`config.mk`:
```
export PLATFORM = sky130hd
export DESIGN_NAME = jpeg_rle_encoder
export DESIGN_NICKNAME = d
export VERILOG_FILES = /design/src/rtl/jpeg_rle_pkg.sv /design/src/rtl/jpeg_size_cat.sv /design/src/rtl/jpeg_rle_encoder.sv
export SDC_FILE = /design/constraint.sdc
export NUM_CORES = 1
export LEC_CHECK = 0
export ABC_AREA = 1
export BUFFER_PORTS_ARGS = -buffer_cell sky130_fd_sc_hd__buf_2
export CORE_MARGIN = 5
export CORE_UTILIZATION = 25
export DETAILED_ROUTE_END_ITERATION = 6
export GPL_TIMING_DRIVEN = 0
export PLACE_DENSITY = 0.54
export SYNTH_ARGS = -nofsm -noshare
export SYNTH_HDL_FRONTEND = slang
export SYNTH_SLANG_ARGS = --single-unit
```
`constraint.sdc`:
```
create_clock -name clk -period 1.9 [get_ports clk]
set_clock_uncertainty 0.1 [all_clocks]
set_input_delay 0.38 -clock clk [delete_from_list [all_inputs] [get_ports clk]]
set_output_delay 0.38 -clock clk [all_outputs]
set_load 0.05 [all_outputs]
```
`src/rtl/jpeg_rle_pkg.sv`:
```
// Shared types for the JPEG run-length encoder: FSM states, special symbol
// constants and the held-symbol record.
package jpeg_rle_pkg;

    typedef enum logic [1:0] {
        COLLECT  = 2'd0,
        EMIT_ZRL = 2'd1,
        EMIT_SYM = 2'd2,
        EMIT_EOB = 2'd3
    } rle_state_t;

    localparam logic [3:0] ZRL_RUN  = 4'd15;
    localparam int         ZRL_SIZE = 0;
    localparam logic [3:0] EOB_RUN  = 4'd0;
    localparam int         EOB_SIZE = 0;

    // Symbol fields are sized for the widest supported coefficient (16 bits).
    localparam int SYM_SIZE_W = 5;
    localparam int SYM_AMP_W  = 16;

    typedef struct packed {
        logic [3:0]            run;
        logic [SYM_SIZE_W-1:0] size;
        logic [SYM_AMP_W-1:0]  amp;
        logic                  eob;
    } rle_sym_t;

endpackage

```
`src/rtl/jpeg_size_cat.sv`:
```
// Combinational magnitude category and JPEG amplitude bits for one signed
// coefficient.
module jpeg_size_cat #(
    parameter int COEF_W = 12,
    parameter int SIZE_W = 4
) (
    input  logic [COEF_W-1:0] coef,
    output logic [SIZE_W-1:0] size,
    output logic [COEF_W-1:0] amp
);

    logic [COEF_W-1:0] mag;
    logic [COEF_W-1:0] coef_m1;
    logic [COEF_W-1:0] mask;

    always_comb begin
        // Unsigned magnitude: the most-negative value maps to 2^(COEF_W-1).
        mag     = coef[COEF_W-1] ? (~coef + COEF_W'(1)) : coef;
        coef_m1 = coef - COEF_W'(1);
        size    = '0;
        for (int i = 0; i < COEF_W; i++) begin
            if (mag[i]) size = SIZE_W'(i + 1);
        end
        mask = '0;
        for (int i = 0; i < COEF_W; i++) begin
            if (i < int'(size)) mask[i] = 1'b1;
        end
        amp = coef[COEF_W-1] ? (coef_m1 & mask) : coef;
    end

endmodule

```
`src/rtl/jpeg_rle_encoder.sv`:
```
// JPEG zigzag run-length encoder: turns a block of quantised coefficients into
// (run, size, amp) symbols with ZRL and EOB insertion behind a one-entry slot.
module jpeg_rle_encoder
    import jpeg_rle_pkg::*;
#(
    parameter int COEF_W  = 12,
    parameter int BLK_LEN = 64,
    parameter int SIZE_W  = 4
) (
    input  logic              clk,
    input  logic              rst,
    input  logic              in_valid,
    output logic              in_ready,
    input  logic [COEF_W-1:0] in_coef,
    input  logic              in_last,
    output logic              out_valid,
    input  logic              out_ready,
    output logic [3:0]        out_run,
    output logic [SIZE_W-1:0] out_size,
    output logic [COEF_W-1:0] out_amp,
    output logic              out_eob,
    output logic              err_len,
    output logic [1:0]        dbg_state
);

    // Handshake: a transfer happens on a rising edge where valid && ready;
    // a producer keeps its payload stable while valid is high and ready low.

    localparam int IDX_W = (BLK_LEN > 1) ? $clog2(BLK_LEN) : 1;
    localparam logic [IDX_W-1:0] LAST_IDX = IDX_W'(BLK_LEN - 1);

    localparam rle_sym_t ZRL_SYM = '{run: ZRL_RUN, size: SYM_SIZE_W'(ZRL_SIZE),
                                     amp: '0, eob: 1'b0};
    localparam rle_sym_t EOB_SYM = '{run: EOB_RUN, size: SYM_SIZE_W'(EOB_SIZE),
                                     amp: '0, eob: 1'b1};

    rle_state_t        state, state_n;
    logic [IDX_W-1:0]  idx, run, zrl_cnt, zrl_need;
    rle_sym_t          held, cur_sym, load_sym;
    logic [SIZE_W-1:0] cat_size;
    logic [COEF_W-1:0] cat_amp;
    logic              take, slot_free, is_last, is_dc, coef_nz;
    logic              load, zrl_load, zrl_dec, held_load;

    jpeg_size_cat #(
        .COEF_W(COEF_W),
        .SIZE_W(SIZE_W)
    ) u_size_cat (
        .coef(in_coef),
        .size(cat_size),
        .amp (cat_amp)
    );

    assign slot_free = !out_valid || out_ready;
    assign take      = in_valid && in_ready;
    assign is_last   = (idx == LAST_IDX);
    assign is_dc     = (idx == '0);
    assign coef_nz   = |in_coef;
    assign zrl_need  = run >> 4;
    assign dbg_state = state;

    // Run is always zero at DC, so the DC symbol reuses the AC symbol format.
    always_comb begin
        cur_sym = '{run: 4'(run), size: SYM_SIZE_W'(cat_size),
                    amp: SYM_AMP_W'(cat_amp), eob: 1'b0};
    end

    always_ff @(posedge clk or posedge rst) begin
        if (rst) state <= COLLECT;
        else     state <= state_n;
    end

    always_comb begin
        state_n   = state;
        in_ready  = 1'b0;
        load      = 1'b0;
        load_sym  = '0;
        zrl_load  = 1'b0;
        zrl_dec   = 1'b0;
        held_load = 1'b0;
        case (state)
            COLLECT: begin
                in_ready = slot_free && !rst;
                if (take) begin
                    if (is_dc) begin
                        load     = 1'b1;
                        load_sym = cur_sym;
                    end else if (coef_nz) begin
                        if (zrl_need != '0) begin
                            zrl_load  = 1'b1;
                            held_load = 1'b1;
                            state_n   = EMIT_ZRL;
                        end else begin
                            load     = 1'b1;
                            load_sym = cur_sym;
                            if (is_last) state_n = EMIT_SYM;
                        end
                    end else if (is_last) begin
                        // Trailing zeros collapse into one EOB; pending ZRLs are dropped.
                        load     = 1'b1;
                        load_sym = EOB_SYM;
                        state_n  = EMIT_EOB;
                    end
                end
            end
            EMIT_ZRL: begin
                if (slot_free) begin
                    load = 1'b1;
                    if (zrl_cnt != '0) begin
                        load_sym = ZRL_SYM;
                        zrl_dec  = 1'b1;
                    end else begin
                        load_sym = held;
                        state_n  = EMIT_SYM;
                    end
                end
            end
            EMIT_SYM, EMIT_EOB: begin
                if (out_valid && out_ready) state_n = COLLECT;
            end
            default: state_n = COLLECT;
        endcase
    end

    always_ff @(posedge clk or posedge rst) begin
        if (rst) begin
            idx       <= '0;
            run       <= '0;
            zrl_cnt   <= '0;
            held      <= '0;
            err_len   <= 1'b0;
            out_valid <= 1'b0;
            out_run   <= '0;
            out_size  <= '0;
            out_amp   <= '0;
            out_eob   <= 1'b0;
        end else begin
            if (load) begin
                out_valid <= 1'b1;
                out_run   <= load_sym.run;
                out_size  <= SIZE_W'(load_sym.size);
                out_amp   <= COEF_W'(load_sym.amp);
                out_eob   <= load_sym.eob;
            end else if (out_valid && out_ready) begin
                out_valid <= 1'b0;
            end

            if (take) begin
                // The internal count, not in_last, defines the block boundary.
                idx <= is_last ? '0 : idx + IDX_W'(1);
                if (is_dc || coef_nz || is_last) run <= '0;
                else                             run <= run + IDX_W'(1);
                if (in_last != is_last) err_len <= 1'b1;
            end

            if (zrl_load)     zrl_cnt <= zrl_need;
            else if (zrl_dec) zrl_cnt <= zrl_cnt - IDX_W'(1);

            if (held_load) held <= cur_sym;
        end
    end

endmodule

```
# After elaboration in Yosys (flattened, before gate mapping)
# Cells that the tools add are included.
[classes]
n_addsub = 5
n_lt_le_gt_ge = 12
eq_ne = 12
n_mux = 66
bitwise = 2
n_reduce_logical = 18
[ops]
columns = ["op", "n"]
rows = [
  ["$mux 26", 6],
  ["$pmux 26 s2", 1],
  ["$mux 1", 31],
  ["$mux 12", 2],
  ["$mux 6", 4],
  ["$mux 2", 11],
  ["$mux 4", 5],
  ["$lt 3x4->1 const A", 4],
  ["$lt 4x4->1 const A", 4],
  ["$add 12x1->12 const B", 1],
  ["$add 6x1->6 const B", 2],
  ["$and 12x12->12", 1],
  ["$mux 3", 4],
  ["$not 12->12", 1],
  ["$reduce_bool 6->1", 2],
  ["$reduce_or 12->1", 1],
  ["$sub 12x1->12 const B", 1],
  ["$ne 2x2->1 const B", 5],
  ["$lt 1x4->1 const A", 2],
  ["$lt 2x4->1 const A", 2],
  ["$reduce_and 7->1", 1],
  ["$eq 6x6->1 const B", 1],
  ["$logic_not 6->1", 1],
  ["$ne 3x3->1 const B", 2],
  ["13 further kinds", 20],
]
[word_totals]
regBits = 63
elab_cells = 128

# Depth between registers and ports, before layout
# Gate-level depths: netlist of the first run.
[logic_depth]
depth_word = 24
depth_mapped = 21

# Modules after synthesis
# From an unflattened synthesis of the first run, not the netlist that was laid out.
[hier_totals]
cells_unflattened = 548
hier_area_um2 = 4100.2
[modules_own_cells]
columns = ["module", "instances", "cells_each", "area_per_inst_um2", "seq_area_each_um2"]
rows = [
  ["jpeg_rle_encoder", 1, 387, 3241.9, 1576.5],
  ["jpeg_size_cat", 1, 161, 858.3, 0.0],
]

# Least setup slack after synthesis of the first run
# No wires, ideal clock.
[synth_timing]
kind = "register to register"
from = "reg state[0] (netlist: dbg_state[0])"
to = "reg out_run[0]"
setup_time_ns = 0.135
arrival_time_ns = 2.555
t_required_ns = 1.665
slack_ns = -0.890
path_stages_with_launch = 10
path_buffers = 1
period_less_slack_ns = 2.790
cell_sequence = "dfrtp_1 > nor2_1 > inv_1 > nor3_2 > nand2_1 > a21oi_1 > a21oi_2 > buf_2 > nand2_1 > o311ai_1"
[synth_between]
elab_chain_cells = 5
[synth_lines]
columns = ["element", "line", "rtl"]
rows = [
  ["from (decl)", "jpeg_rle_encoder.sv:37", "rle_state_t state, state_n;"],
  ["from (signal assigned)", "jpeg_rle_encoder.sv:70", "else state <= state_n;"],
  ["$logic_not 2->1 *", "jpeg_rle_encoder.sv:81", "case (state)"],
  ["$mux 1 *", "jpeg_rle_encoder.sv:81", ""],
  ["named net in_ready", "jpeg_rle_encoder.sv:13", "output logic in_ready,"],
  ["$logic_and 1x1->1 *", "jpeg_rle_encoder.sv:55", "assign take = in_valid && in_ready;"],
  ["$mux 26 / $mux 1 (equally long branches)", "jpeg_rle_encoder.sv:84", "if (take) begin"],
  ["$pmux 26 s2 / $pmux 1 s2 (equally long branches)", "jpeg_rle_encoder.sv:81", ""],
  ["to (signal assigned)", "jpeg_rle_encoder.sv:140", "out_run <= load_sym.run;"],
  ["to (decl)", "jpeg_rle_encoder.sv:18", "output logic [3:0] out_run,"],
]
# Mark *: on every way through the listed nets, which the timed path passes. The rest lies on a longest branch.
# A chain may end at the register's enable or synchronous reset.

# Final worst setup path of the first run
[layout_timing]
from = "in in_coef[0]"
to = "reg out_amp[0]"
[layout_between]
elab_chain_cells = 24
[layout_lines]
columns = ["element", "line", "rtl"]
rows = [
  ["from (decl)", "jpeg_rle_encoder.sv:14", "input logic [COEF_W-1:0] in_coef,"],
  ["$not 12->12", "jpeg_size_cat.sv:18", "mag = coef[COEF_W-1] ? (~coef + COEF_W'(1)) : coef;"],
  ["$add 12x1->12", "jpeg_size_cat.sv:18", ""],
  ["$mux 12", "jpeg_size_cat.sv:18", ""],
  ["$mux 1", "jpeg_size_cat.sv:22", "if (mag[i]) size = SIZE_W'(i + 1);"],
  ["$mux 2 (2 in series)", "jpeg_size_cat.sv:22", ""],
  ["$mux 3 (4 in series)", "jpeg_size_cat.sv:22", ""],
  ["$mux 4 (5 in series)", "jpeg_size_cat.sv:22", ""],
  ["$lt 1x4->1", "jpeg_size_cat.sv:26", "if (i < int'(size)) mask[i] = 1'b1;"],
  ["$mux 1", "jpeg_size_cat.sv:26", ""],
  ["$and 12x12->12", "jpeg_size_cat.sv:28", "amp = coef[COEF_W-1] ? (coef_m1 & mask) : coef;"],
  ["$mux 12", "jpeg_size_cat.sv:28", ""],
  ["$mux 26", "jpeg_rle_encoder.sv:89", "if (zrl_need != '0) begin"],
  ["$mux 26", "jpeg_rle_encoder.sv:88", "end else if (coef_nz) begin"],
  ["$mux 26", "jpeg_rle_encoder.sv:85", "if (is_dc) begin"],
  ["$mux 26", "jpeg_rle_encoder.sv:84", ""],
  ["$pmux 26 s2", "jpeg_rle_encoder.sv:81", ""],
  ["to (signal assigned)", "jpeg_rle_encoder.sv:142", "out_amp <= COEF_W'(load_sym.amp);"],
  ["to (decl)", "jpeg_rle_encoder.sv:20", "output logic [COEF_W-1:0] out_amp,"],
]
# Several ways; a longest one is shown, not always the timed one.

==> out/metrics.csv, run 1 <==
metric;value;unit
fin_crit;1.96;ns
syn-cell-area;3670;µm²
port-buffer-count;42;
grt_pass1_wl;17400;µm
yosysUniqueCellTypes;40;
dr_wl_met2;5230;µm
ctsHtreeMaxLevel;3;
ys_warn_count;0;
route.top_layer_used;met4;
drt-met1-wl;5030;µm
grt_pass1_vias;3442;
violations;setup timing;
core_area;14500;µm²
drive_gt1_share;40.0;%
track_usage;12.2;%
placed_cell_area;4260;µm²
synthToLayoutAreaGrowth;47.7;%
worstPathArrival;2.07;ns
synth_area_leaders;dfrtp_1 (43%), nand2_1 (13%), nand3_1 (5.3%);
syn_nets;500;
n_antenna_cell;0;
synth-compound-area-share;11.1;%
synthMuxAreaShare;0;%
fin_crit_sh;103;%
r2r_end;out_amp[4];
worstSetupPathType;input port to flip-flop;
reg2reg_slack;-0.02;ns
clk_pin_slew_worst_paths;0.05;ns
synth_top_area_cell;dfrtp_1;
finalHoldViolations;0;
cp-end-kind;flip-flop;
status;finished, violations left;
fin_area;5420;µm²
drv_cap;0;
drcViolationCount;0;
power.density;1220;nW/µm²
slowest_stage;ha_4;
clkLatencyLatePin;0.32;ns
rsz0062_at_grt;true;
synth_top_area_share;42.9;%
final_nets;604;
avgRoutedWirePerCell;14.1;µm
cts_hold_buf;0;
dr.first_iter.drc_count;194;
slowest_delay;0.17;ns
clock_path_buffers;2;
setup_viol;15;
first_pass_iters;4;
rr_worst_depth;9;
numCtsBuffers;9;
cts.sink_count;63;
setup_ws;-0.0606;ns
fmax;510;MHz
reg2reg_from;dbg_state[1];
worstPathCellList;buf_8, inv_8, ha_4, nand3_4, nor2_4, nand2_1, nand2_2, nand2_4, o21ai_4, nand2_4, clkinv_4, nand3_4, nor2_8, nand2_4, clkinv_4, nand3_4, nand3_2, nand3_2;
grt_max_degree;39;
num_rows;44;
hp-class;input port to asynchronous set/reset pin;
wl_met3;390;µm
clockRootBuffer;clkbuf_16;
crit_required;2.01;ns
fp.dieH;131;µm
antenna_found_initial;0;
worst_slew_pin_slew;0.585;ns
synth-seq-cells;63;
ios;43;
cts_tree;yes;
seq_area_frac_synth;42.9;%
vias;3569;
worstPathMaxFanout;6;
drv_slew;0;
start_util;25.4;%
die_w;131;µm
worstSetupStartpointType;input port;
place_congestion;0.857;
synth_xor_area_share;3.82;%
ant_nets;0;
viasPerCell;4.63;
synth_cells;478;
fillers;1458;
routed_wirelength;10900;µm
slew_headroom;60.9;%
synthSimpleGateAreaFrac;32.1;%
fin_setup_tns;-0.448;ns
grt_overflow;0;
die_area;17200;µm²
ir_drop;0.000525;V
p_leak;2.63;nW
synthAdderAreaFrac;1.70;%
syn_area_per_cell;7.68;µm²
whs;0.0562;ns
dp_hpwl;7600;µm
synth_top_family_by_area;simple AND/OR/NAND/NOR gates;
registers in the layout, summed over array words and instances, names as in the netlist:
name	cells
dbg_state	2
err_len	1
held	20
idx	6
out_amp	12
out_eob	1
out_run	4
out_size	4
out_valid	1
run	6
zrl_cnt	6
layer usage:
layer	global-route usage, %	vias up
met4	4.91	0
li1	-	1765
met5	0	-
met2	19.4	76
met1	16.2	1715
met3	2.41	13
cell families after synthesis:
| kind of cell | after synthesis |
|---|---|
| AO/OA/AOI/OAI | 68 |
| XOR/XNOR | 16 |
| adder cells (fa/ha/maj) | 5 |
| buffers and inverters | 74 |
| flip-flops | 63 |
| AND/OR/NAND/NOR | 252 |
critical path: cells and delay by family:
family                   cells  cell delay (ns)
AO/OA/AOI/OAI                1             0.16
adder cells (fa/ha/maj)      1             0.17
AND/OR/NAND/NOR             12             1.05
buffers and inverters        4             0.30
stage by stage:
step / setup WS [ns] / power, mW / utilization [%] / std cells
finish: -0.0606 / 6.59 / 37.4 / 771
detailed placement: -0.728 / 4.46 / 29.4 / 705
floorplan: -0.368 / 3.86 / - / 478
global route: -0.177 / 6.96 / 37.4 / 771
global placement: -0.681 / 4.41 / 29.3 / 704
CTS: -0.0761 / 6.33 / 34.0 / 744
layout make-up:
class                           count  area, µm²  share of cell area (%)
Inverter                           62        280                    5.17
Tap cell                          184        230                    4.25
Buffer                             12        134                    2.47
Clock inverter                      4       45.0                   0.831
Timing Repair Buffer               93        693                    12.8
Clock buffer                       12        246                    4.55
Multi-Input combinational cell    341       2210                    40.8
Sequential cell                    63       1580                    29.1
repair_timing:
item                                    4_1_cts  5_1_grt
buffers inserted                             20       28
resized for setup                            47       90
gates cloned                                  3        0
endpoints found under the setup margin       53       51
pin swaps                                    23       38
report_power, final:
part,switching (mW),internal [mW],total [mW]
Sequential,0.338,1.85,2.19
Combinational,1.84,0.954,2.79
Clock,0.568,1.04,1.61
synthesized netlist by cell type:
cell / number
nor3_2: 2
inv_1: 52
o31ai_1: 1
inv_2: 7
or4_1: 1
o211ai_1: 9
o311ai_1: 1
clkinv_2: 1
o311ai_0: 2
nor3_1: 5
ha_1: 5
nand3_2: 4
buf_4: 2
a21oi_2: 4
nor2_1: 39
clkbuf_1: 1
nand4_1: 9
clkinv_1: 1
nand3_4: 2
clkinv_4: 1
nor2_8: 1
nand2_2: 7
o21ai_2: 2
buf_2: 9
xnor2_1: 2
o21bai_1: 2
o21ai_1: 8
nand2_1: 132
nand3_1: 39
nor2_4: 3
a31oi_1: 1
a21oi_1: 6
o221ai_1: 1
nand2_4: 2
and2_1: 1
o21ai_0: 31
dfrtp_1: 63
nor2_2: 4
nor3b_1: 1
xor2_1: 14
worst max-delay path by stage:
stage                 startpoint    endpoint  slack (ns)  depth (start not counted)
detailed placement    in_coef[1]  out_amp[4]       -0.73                         13
global route          in_coef[0]  out_amp[1]       -0.18                         18
finish                in_coef[0]  out_amp[0]       -0.06                         18
global placement      in_coef[1]  out_run[0]       -0.68                         13
CTS                   in_coef[1]  out_amp[2]       -0.08                         18
floorplan           dbg_state[0]    held[17]       -0.37                         10
cell usage in the layout, fill, tap and decap left out, drive strengths merged, types with 10 or more instances in the layout:
cell type / instances
nor2: 47
nand2: 141
nand3: 45
clkbuf: 14
dfrtp: 63
xor2: 14
inv: 58
buf: 103
a21oi: 10
o21ai: 41
Note: power is estimated with default switching activity, not from simulation.
==> inputs of run 2 (changes only) <==
--- a/config.mk
+++ b/config.mk
@@ -12,6 +12,7 @@
 export DETAILED_ROUTE_END_ITERATION = 6
 export GPL_TIMING_DRIVEN = 0
 export PLACE_DENSITY = 0.54
+export RECOVER_POWER = 25
 export SYNTH_ARGS = -nofsm -noshare
 export SYNTH_HDL_FRONTEND = slang
 export SYNTH_SLANG_ARGS = --single-unit
==> run 2 against run 1 <==
The run still ends with setup timing left. Combinational power about the same. Hold slack improved by 0.11 ns. Clock-buffer cell count unchanged. Highest routed layer unchanged.
==> out/metrics.csv, run 2 (synthesis gave the netlist of run 1 again) <==
metric;value;unit
ant_nets;0;
worst_slew_pin_slew;1.13;ns
worstSetupStartpointType;input port;
setup_ws;-0.0575;ns
worstPathMaxFanout;6;
placed_cell_area;4260;µm²
avgRoutedWirePerCell;14.1;µm
violations;setup timing;
rsz0062_at_grt;true;
dp_slack;-0.728;ns
drt-met1-wl;5020;µm
port-buffer-count;42;
ir_drop;0.000530;V
die_w;131;µm
cts_tree;yes;
final_nets;604;
drv_slew;0;
n_antenna_cell;0;
instances_no_fill;771;
total_power;6.59;mW
place_congestion;0.857;
viasPerCell;4.63;
num_rows;44;
die_area;17200;µm²
comb_power_share;42.3;%
start_util;25.4;%
placedCellCount;705;
swShare;41.7;%
clk_pin_slew_worst_paths;0.05;ns
fmax;511;MHz
cp-end-kind;flip-flop;
finish.utilization;37.3;%
drv_cap;0;
p_int;3.84;mW
clock_path_buffers;2;
p_switching;2.75;mW
top_regs;held x20, out_amp x12;
clkLatencyLatePin;0.33;ns
ios;43;
hp-class;input port to flip-flop;
route.top_layer_used;met4;
track_usage;12.2;%
wl_met3;377;µm
fin_setup_tns;-0.404;ns
vias;3571;
cts.sink_count;63;
slew_headroom;24.2;%
power_frac_clock;24.6;%
layout.cells.most_common_list;nand2_1 (113), dfrtp_1 (60), buf_4 (44);
grt_overflow;0;
grt_pass1_vias;3442;
fin_crit_sh;103;%
synthToLayoutAreaGrowth;47.2;%
ctsHtreeMaxLevel;3;
grt_pass1_wl;17400;µm
crit_required;2.01;ns
worstSetupPathType;input port to flip-flop;
whs;0.164;ns
antenna_found_initial;0;
drcViolationCount;0;
clockRootBuffer;clkbuf_16;
final_common_cell;nand2_1;
top_register;held;
fillers;1462;
finalHoldViolations;0;
worstPathArrival;2.07;ns
setup_viol;14;
dr.first_iter.drc_count;166;
cts_hold_buf;0;
power.density;1220;nW/µm²
pwr-share-seq;33.2;%
first_pass_iters;4;
dr_wl_met2;5250;µm
fp.dieH;131;µm
drive_gt1_share;39.9;%
fin_crit;1.96;ns
numCtsBuffers;9;
grt_max_degree;39;
fin_area;5410;µm²
status;finished, violations left;
largest_reg_flops;20;
dp_hpwl;7600;µm
routed_wirelength;10900;µm
p_leak;2.62;nW
core_area;14500;µm²
[run 2: changes by cell type in the layout (fill, tap and decap cells not counted), sizes merged]
cell | previous run | this run
buf | 103 | 101
clkbuf | 14 | 16
[run 2: path summary, 6_finish.rpt]
kind                                   start          to  slack [ns]  cells past startpoint
worst min-delay path               out_ready   out_valid        0.16                      2
worst max-delay path              in_coef[0]  out_amp[0]       -0.06                     18
worst min register to register       err_len     err_len        0.38                      1
worst max register to register  dbg_state[1]  out_amp[4]       -0.02                      9
min in group asynchronous                rst  out_run[2]        0.23                      2
max in group asynchronous                rst     held[7]        0.34                      3
[run 2: what timing repair did]
item / CTS / global route
endpoints found under the setup margin: 53 / 51
gates resized for setup: 47 / 90
buffers inserted: 20 / 28
pin swaps: 23 / 38
cloned: 3 / 0
[run 2: metal layers]
metal  vias to the layer above  GRT usage (%)
met2                        69           19.4
met3                        14           2.41
met1                      1722           16.2
met5                         -              0
met4                         0           4.91
li1                       1766              -
[run 2: power groups by stage]
stage / clock [mW] / combinational [mW] / sequential (mW)
4_1_cts: 1.64 / 2.53 / 2.17
5_1_grt: 1.69 / 3.02 / 2.25
3_5_place_dp: 0 / 2.28 / 2.18
2_1_floorplan: 0 / 1.00 / 2.85
3_3_place_gp: 0 / 2.24 / 2.17
6_report: 1.62 / 2.79 / 2.19
[run 2: layout make-up]
| type | instances | area, µm² | share of cell area, % |
|---|---|---|---|
| sequential | 63 | 1580 | 29.2 |
| tap | 184 | 230 | 4.26 |
| inverter | 62 | 278 | 5.14 |
| timing repair buffer | 93 | 679 | 12.6 |
| clock inverter | 4 | 45.0 | 0.833 |
| multi-input combinational | 341 | 2210 | 40.9 |
| buffer | 12 | 134 | 2.48 |
| clock buffer | 12 | 246 | 4.56 |
[run 2: critical path, stage by stage]
cell and delay [ns]:
buf_8 0.11, inv_8 0.05, ha_4 0.17, nand3_4 0.09, nor2_4 0.12, nand2_1 0.07
nand2_2 0.08, nand2_4 0.06, o21ai_4 0.16, nand2_4 0.09, clkinv_4 0.06, nand3_4 0.08
nor2_8 0.16, nand2_4 0.10, clkinv_4 0.08, nand3_4 0.07, nand3_2 0.07, nand3_2 0.06
==> inputs of run 3 (changes only) <==
--- a/config.mk
+++ b/config.mk
@@ -11,7 +11,7 @@
 export CORE_UTILIZATION = 25
 export DETAILED_ROUTE_END_ITERATION = 6
 export GPL_TIMING_DRIVEN = 0
-export PLACE_DENSITY = 0.54
+export PLACE_DENSITY = 0.42
 export RECOVER_POWER = 25
 export SYNTH_ARGS = -nofsm -noshare
 export SYNTH_HDL_FRONTEND = slang
==> run 3 against run 2 <==
The flow still finishes with violations (setup timing). Cell area is 0.65% lower. Highest routed layer unchanged. Fmax is 0.42% lower. Sequential power hardly changed. Critical path depth stayed put. Routed wire length is 1.0% higher. Register-to-register slack worse by 0.03 ns.
==> out/metrics.csv, run 3 (synthesis gave the netlist of run 1 again) <==
metric;value;unit
dr.first_iter.drc_count;106;
worstSetupStartpointType;input port;
final_common_cell;nand2_1;
grt_overflow;0;
largest_reg_flops;20;
power.density;1220;nW/µm²
cpMostUsedCell;nand3_2;
violations;setup timing;
cp-end-kind;flip-flop;
num_rows;44;
setup_ws;-0.0657;ns
port-buffer-count;42;
clockRootBuffer;clkbuf_16;
reg2reg_slack;-0.05;ns
worstPathMaxFanout;7;
hp-class;input port to flip-flop;
viasPerCell;4.56;
setup_viol;16;
track_usage;12.6;%
finalHoldViolations;0;
layout.cells.most_common_list;nand2_1 (115), dfrtp_1 (60), buf_4 (47);
worstPathCellList;buf_8, inv_6, ha_4, nand3_4, nor2_4, nand2_1, nand2_1, nand2_2, o21ai_2, nand2_2, clkinv_4, nand3_4, nor2_8, nand2_4, clkinv_4, nand3_2, nand3_2, nand3_2;
drcViolationCount;0;
reg2reg_from;dbg_state[1];
ant_nets;0;
fp.dieH;131;µm
cts_hold_buf;0;
avgRoutedWirePerCell;14.3;µm
grt_pass1_wl;17800;µm
start_util;25.4;%
grt_pass1_vias;3567;
routed_wirelength;11000;µm
ctsHtreeMaxLevel;3;
grt_max_degree;39;
core_area;14500;µm²
r2r_end;out_run[2];
ios;43;
die_w;131;µm
rsz0062_at_grt;true;
top_register;held;
clkLatencyLatePin;0.32;ns
cts_tree;yes;
drv_slew;0;
synthToLayoutAreaGrowth;46.3;%
whs;0.151;ns
ir_drop;0.000499;V
worstPathArrival;2.08;ns
path_delay_family;simple AND/OR/NAND/NOR gates;
top_regs;held x20, out_amp x12;
crit_required;2.01;ns
slowest_delay;0.16;ns
antenna_found_initial;0;
die_area;17200;µm²
vias;3515;
slowest_stage;ha_4;
slew_headroom;40.4;%
finish.utilization;37.1;%
worst_slew_pin_slew;0.893;ns
drive_gt1_share;40.1;%
status;finished, violations left;
p_leak;2.68;nW
dp_hpwl;8080;µm
clock_path_buffers;2;
drv_cap;0;
critical_path_depth;18;
fin_crit;1.97;ns
cts.sink_count;63;
clk_pin_slew_worst_paths;0.06;ns
crit_buf_inv;4;
numCtsBuffers;9;
final_nets;603;
n_antenna_cell;0;
first_pass_iters;4;
rr_worst_depth;8;
place_congestion;0.852;
crit_path_start;in_coef[1];
worstSetupPathType;input port to flip-flop;
fin_crit_sh;103;%
fmax;509;MHz
cp-endpoint;out_amp[0];
==> run 3: changes by cell type in the layout (fill, tap and decap cells not counted), moves of 3 or more <==
cell      delta
buf_4        +3
o311ai_4     +3
o21ai_0      +3
buf_2        -3
nand3_2      +8
o311ai_2     -3
nand2_4      -4
nand3_1      -6
==> run 3: cell type report <==
cell class | instances | area, µm²
Sequential cell | 63 | 1580
Clock inverter | 6 | 61.3
Buffer | 12 | 133
Inverter | 62 | 275
Timing Repair Buffer | 92 | 672
Fill cell | 1496 | 9110
Tap cell | 184 | 230
Clock buffer | 10 | 229
Multi-Input combinational cell | 341 | 2190
==> run 3: worst reg2reg max path: stages (launching register included) <==
cell and delay (ns):
dfrtp_2 0.42, nor2_4 0.15, inv_4 0.06, nor3_4 0.23
nand2_4 0.12, buf_12 0.16, a21oi_4 0.19, clkinv_4 0.16
o311ai_4 0.27
==> run 3: how the worst min path moves through the flow <==
stage                      endpoint      start  cells past startpoint
after floorplan            held[23]   held[23]                      2
after global placement      err_len    err_len                      1
after detailed placement    err_len    err_len                      1
after CTS                 out_valid  out_ready                      2
after global routing      out_valid  out_ready                      2
final                     out_valid  out_ready                      2
==> run 3: routing by layer <==
layer  up-vias  GRT usage, %  routed length [µm]
li1       1755             -                   -
met1      1688          15.7                4810
met2        64          21.3                5490
met3         8          3.10                 547
met4         0          4.21                 166
met5         -             0                   0
==> run 3: through the flow <==
stage / setup WS (ns) / area (µm²) / cells / TNS [ns] / power, mW
after floorplan: -0.368 / 3800 / 478 / -18.02 / 3.86
after global placement: -0.809 / 4240 / 704 / -38.33 / 4.43
after detailed placement: -0.807 / 4260 / 705 / -38.32 / 4.46
after CTS: -0.0854 / 4940 / 746 / -0.617 / 6.28
after global routing: -0.159 / 5370 / 770 / -4.00 / 6.99
final: -0.0657 / 5370 / 770 / -0.495 / 6.55
==> run 3: report_power, final <==
group / switching (mW) / internal, mW
clock network: 0.598 / 1.01
registers: 0.317 / 1.85
logic: 1.84 / 0.944
total: 2.75 / 3.80
==> run 3: repair_timing <==
item	4_1_cts	5_1_grt
setup endpoints to repair	53	52
pin swaps	31	29
cloned	2	1
resized for setup	54	74
buffers inserted	23	23
